**src/rtl/varint_decode_0.sv**
```systemverilog
// varint_decode_0: pops 32-bit words from a show-ahead data/index FIFO pair,
// scans them least-significant byte first and reassembles one base-128 varint
// per index value. Results leave on a valid/ready port with truncation and
// overflow flags plus a saturating error counter.
module varint_decode_0 #(
    parameter int IDX_W     = 10,
    parameter int MAX_BYTES = 10
) (
    input  logic             clk,
    input  logic             reset_n,
    input  logic             varint_in_fifo_clr,
    input  logic             varint_in_fifo_empty,
    input  logic [31:0]      varint_in_fifo_data,
    input  logic [IDX_W-1:0] varint_in_index_data,
    output logic             varint_in_fifo_pop,
    output logic             out_valid,
    input  logic             out_ready,
    output logic [63:0]      out_value,
    output logic [IDX_W-1:0] out_index,
    output logic [3:0]       out_len,
    output logic             out_err_trunc,
    output logic             out_err_ovf,
    output logic [15:0]      err_count
);

    typedef enum logic [2:0] {IDLE, SCAN, FETCH, EMIT, SKIP} state_t;

    localparam logic [3:0] MAX_LEN = 4'(MAX_BYTES);

    state_t state, state_next;

    logic [31:0]      word_q, word_d;
    logic [1:0]       sel, sel_d;
    logic [63:0]      acc, acc_d;
    logic [3:0]       nbytes, nbytes_d;
    logic [IDX_W-1:0] cur_idx, cur_idx_d;

    logic             valid_d, trunc_d, ovf_d;
    logic [63:0]      value_d;
    logic [IDX_W-1:0] index_d;
    logic [3:0]       len_d;

    // Byte under the scan pointer and its 7 payload bits placed at 7*nbytes;
    // shifts past bit 63 fall off, so the 10th byte only contributes bit 0.
    logic [7:0]  cur_byte;
    logic [6:0]  shamt;
    logic [63:0] acc_scan;
    logic [3:0]  nbytes_inc;
    logic        same_idx;
    logic        handshake;

    assign cur_byte   = word_q[{sel, 3'b000} +: 8];
    assign shamt      = 7'(nbytes) * 7'd7;
    assign acc_scan   = acc | ({57'd0, cur_byte[6:0]} << shamt);
    assign nbytes_inc = nbytes + 4'd1;
    assign same_idx   = (varint_in_index_data == cur_idx);
    assign handshake  = out_valid && out_ready;

    // State register.
    always_ff @(posedge clk or negedge reset_n) begin
        // NOTE: registers are updated with non-blocking assignments so every
        // flop samples the pre-edge values regardless of block ordering.
        if (!reset_n) state <= IDLE;
        else          state <= state_next;
    end

    // Next-state, FIFO pop and next values of the datapath/result registers.
    always_comb begin
        // NOTE: every signal gets its hold value first, so no branch can leave
        // one unassigned and infer a latch.
        state_next         = state;
        varint_in_fifo_pop = 1'b0;
        word_d             = word_q;
        sel_d              = sel;
        acc_d              = acc;
        nbytes_d           = nbytes;
        cur_idx_d          = cur_idx;
        valid_d            = out_valid;
        value_d            = out_value;
        index_d            = out_index;
        len_d              = out_len;
        trunc_d            = out_err_trunc;
        ovf_d              = out_err_ovf;

        if (varint_in_fifo_clr) begin
            // Abort wins everywhere: drop partial work and any pending result.
            state_next = IDLE;
            valid_d    = 1'b0;
        end else begin
            unique case (state)
                IDLE: begin
                    if (!varint_in_fifo_empty) begin
                        varint_in_fifo_pop = 1'b1;
                        word_d             = varint_in_fifo_data;
                        cur_idx_d          = varint_in_index_data;
                        sel_d              = 2'd0;
                        acc_d              = '0;
                        nbytes_d           = 4'd0;
                        state_next         = SCAN;
                    end
                end
                SCAN: begin
                    acc_d    = acc_scan;
                    nbytes_d = nbytes_inc;
                    if (!cur_byte[7] || nbytes_inc == MAX_LEN) begin
                        state_next = EMIT;
                        valid_d    = 1'b1;
                        value_d    = acc_scan;
                        index_d    = cur_idx;
                        len_d      = nbytes_inc;
                        trunc_d    = 1'b0;
                        ovf_d      = cur_byte[7];
                    end else if (sel == 2'd3) begin
                        state_next = FETCH;
                    end else begin
                        sel_d = sel + 2'd1;
                    end
                end
                FETCH: begin
                    if (!varint_in_fifo_empty) begin
                        if (same_idx) begin
                            varint_in_fifo_pop = 1'b1;
                            word_d             = varint_in_fifo_data;
                            sel_d              = 2'd0;
                            state_next         = SCAN;
                        end else begin
                            // Head word belongs to the next varint; leave it queued.
                            state_next = EMIT;
                            valid_d    = 1'b1;
                            value_d    = acc;
                            index_d    = cur_idx;
                            len_d      = nbytes;
                            trunc_d    = 1'b1;
                            ovf_d      = 1'b0;
                        end
                    end
                end
                EMIT: begin
                    if (out_ready) begin
                        valid_d    = 1'b0;
                        state_next = out_err_ovf ? SKIP : IDLE;
                    end
                end
                SKIP: begin
                    // Discard the remaining words of an overlong varint.
                    if (!varint_in_fifo_empty) begin
                        if (same_idx) varint_in_fifo_pop = 1'b1;
                        else          state_next         = IDLE;
                    end
                end
                default: state_next = IDLE;
            endcase
        end
    end

    // Datapath, result and error-counter registers.
    always_ff @(posedge clk or negedge reset_n) begin
        if (!reset_n) begin
            word_q        <= '0;
            sel           <= '0;
            acc           <= '0;
            nbytes        <= '0;
            cur_idx       <= '0;
            out_valid     <= 1'b0;
            out_value     <= '0;
            out_index     <= '0;
            out_len       <= '0;
            out_err_trunc <= 1'b0;
            out_err_ovf   <= 1'b0;
            err_count     <= '0;
        end else begin
            word_q        <= word_d;
            sel           <= sel_d;
            acc           <= acc_d;
            nbytes        <= nbytes_d;
            cur_idx       <= cur_idx_d;
            out_valid     <= valid_d;
            out_value     <= value_d;
            out_index     <= index_d;
            out_len       <= len_d;
            out_err_trunc <= trunc_d;
            out_err_ovf   <= ovf_d;
            // An accepted result counts even if an abort arrives in the same cycle.
            if (handshake && (out_err_trunc || out_err_ovf) && err_count != 16'hFFFF)
                err_count <= err_count + 16'd1;
        end
    end

endmodule

```
**config.mk**
```make
export PLATFORM = sky130hd
export DESIGN_NAME = varint_decode_0
export DESIGN_NICKNAME = d
export VERILOG_FILES = /design/src/rtl/varint_decode_0.sv
export SDC_FILE = /design/constraint.sdc
export NUM_CORES = 1
export LEC_CHECK = 0
export ABC_AREA = 1
export CORE_MARGIN = 10
export CORE_UTILIZATION = 50
export DETAILED_ROUTE_END_ITERATION = 10
export PLACE_DENSITY = 0.77
export SLEW_MARGIN = 30
export SYNTH_ARGS = -nofsm -noshare
export SYNTH_HDL_FRONTEND = slang
export SYNTH_SLANG_ARGS = --single-unit
```
**constraint.sdc**
```tcl
create_clock -name clk -period 2.25 [get_ports clk]
set_clock_uncertainty 0.15 [all_clocks]
set_input_delay 0.225 -clock clk [delete_from_list [all_inputs] [get_ports clk]]
set_output_delay 0.225 -clock clk [all_outputs]
set_load 0.01 [all_outputs]
```
==> metrics.yaml <==
status: "finished clean"
first_iter_violations: 677
vias_per_cell: 5.489
cp_num_buf_inv: 1
htreeDepth: 1
core_um2: 20890
endpoint: "varint_in_fifo_pop"
pre_cts_ws_ns: -0.1627
slew-limit-headroom_pct: 49.40
cpMaxStageDelayCell: "dfrtp_1"
synthArstFlopShare_pct: 100.0
p_per_area_nw_per_um2: 1343
die_w_um: 165.1
synth_area_per_cell_um2: 8.091
cp.depth: 6
end_kind: "output port"
finalSetupTns_ns: 0
placementRows: 53
hp-class: "primary input to async pin"
fmax_mhz: 465.7
syn_nets: 1353
gp_congestion: 0.9109
grt_pass1_vias: 9108
io_pins: 145
cts-root-buf: "clkbuf_16"
ir_worst_vdd_mv: 0.9202
n_fill_cell: 1806
mostFrequentLayoutCell: "nand2_1"
multi_input_area_um2: 4233
cp-startpoint: "cur_idx[4]"
cts_made_buffers: 23
clkTransAtPathRegs_ns: 0.06
critPathKind: "flip-flop to output port"
area_delta_synth_final_pct: 26.57
fin_crit_ns: 2.147
cts.sinks: 212
vias: 9479
grt_max_degree: 81
ys_seq_area_share_pct: 50.36
crit_arrival_ns: 1.77
tritoncts: "yes"
crit_family: "flip-flops"
ys_seq_elements: 212
dpl.hpwl_mm: 18.49
setup_viol: 0
cp_max_fo: 3
grt_pass1_wl_mm: 46.02
synth.area.top_cells: "dfrtp_1 50%, nand2_1 14%, nand4_1 13%"
worst_pin_slew_ns: 0.7590
drc: 0
final_core_utilization_pct: 63.83
synth_area_um2: 10530
r2r_start: "nbytes[1]"
worstPathCellList: "xnor2_1, nand2_1, nor2_1, nand3_1, o31ai_2, buf_2"
rr_endpoint: "out_value[34]"
grt_overflow: 0
start_util_pct: 50.43
die-area_um2: 27270
clock_latency_ns: 0.51
routedWlPerCell_um: 16.40
placed_area_um2: 12510
placement.io_buffers: 144
mostFrequentLayoutCells: "387 x nand2_1, 216 x nand4_1, 210 x dfrtp_1"
rr_worst_depth: 11
leakage_uw: 0.006642
worstPathRequired_ns: 1.88
cap_violations: 0
synth-main-ff-cell: "dfrtp_1"
drtAntennaViolNets: 0
synth_top_area_share_pct: 50.36
seq_area_um2: 5308
yosys_warnings: 0
antenna_found_initial: 0
synth_edf_count: 0
drive_gt1_share_pct: 9.573
rsz0062_at_grt: "yes"
clock_path_buffers: 3
dr.pass1.iters: 5
startpoint_type: "flip-flop"
drv_slew: 0
post-route-worst-setup-slack_ns: 0.1027
diodes: 0
reg2reg_slack_ns: 0.14
syn_inst: 1302
synth_top_cell_by_area: "dfrtp_1"
final_cell_area_um2: 13330
wl_mm: 28.32
slowest_delay_ns: 0.41
nNetsFinal: 1489
synth_cell_type_count: 36
min_period_over_period_pct: 95.44
finalHoldViolations: 0
die_h_um: 165.1
grt_usage_pct: 20.41
## registers in the layout (all words and copies together), names as in the netlist
| signal | flops |
|---|---|
| acc | 64 |
| cur_idx | 10 |
| err_count | 16 |
| nbytes | 4 |
| out_err_ovf | 1 |
| out_err_trunc | 1 |
| out_index | 10 |
| out_len | 4 |
| out_valid | 1 |
| out_value | 64 |
| sel | 2 |
| state | 3 |
| word_q | 32 |
## cell usage after synthesis, types with 14 or more instances
master	number
nand2_1	390
nand4_1	216
dfrtp_1	212
inv_1	142
a21oi_1	69
clkbuf_1	39
o21ai_1	38
nand3_1	35
buf_2	25
nor2_1	22
buf_1	15
nor2_2	14
## per-layer routing
metal / vias to the layer above / wire length (µm) / GRT usage (%)
li1: 4603 / - / -
met1: 4498 / 12290 / 28.08
met2: 336 / 13320 / 31.95
met3: 42 / 2163 / 4.412
met4: 0 / 550 / 5.596
met5: - / 0 / 0
## logic make-up after synthesis
family                     after synthesis  synth area share (%)
DFF                                    212                 50.36
and+or+nand+nor                        697                 31.71
xor gates and xnor gates                18                 1.497
buffers and inverters                  246                 9.894
AOI/OAI and AO/OA                      125                 6.058
adders and majority gates                4                0.4751
## power breakdown
| group | leakage, µW | switching [µW] | internal, µW |
|---|---|---|---|
| sequential | 0.00280 | 724 | 5000 |
| combinational | 0.00347 | 5300 | 3080 |
| clock | 0.000374 | 1480 | 2330 |
## how the worst min path moves through the flow
stage,from,to,slack [ns],cells after the start
5_1_grt,varint_in_fifo_data[3],word_q[3],0.11,3
3_5_place_dp,reset_n,acc[27],0.08,1
2_1_floorplan,reset_n,acc[0],-0.22,0
4_1_cts,varint_in_fifo_data[13],word_q[13],0.10,3
3_3_place_gp,reset_n,acc[33],0.07,1
6_report,reset_n,acc[33],0.09,2
## area by class of cell
cell class | instances | share of cell area (%)
clock buffers | 36 | 5.208
clock inverters | 3 | 0.5161
inverters | 152 | 4.317
multi-input cells | 844 | 31.75
flip-flops and latches | 212 | 39.81
well taps | 275 | 2.581
repair buffers | 204 | 15.79
repair inverters | 1 | 0.02815
## stage by stage
step / hold slack (ns) / power, µW / instances
floorplan: -0.2206 / 10580 / 1302
global placement: 0.07259 / 13800 / 1683
detailed placement: 0.08097 / 13960 / 1683
CTS: 0.1004 / 17890 / 1727
global route: 0.1112 / 19060 / 1727
finish: 0.09320 / 17910 / 1727
## repair_timing
item | CTS | global route
endpoints found under the hold margin | 164 | 0
resized for setup | 8 | 5
hold buffers | 1 | 0
setup buffers | 3 | 0
cloned | 1 | 0
endpoints found under the setup margin | 64 | 77
(Power assumes the default switching activity.)
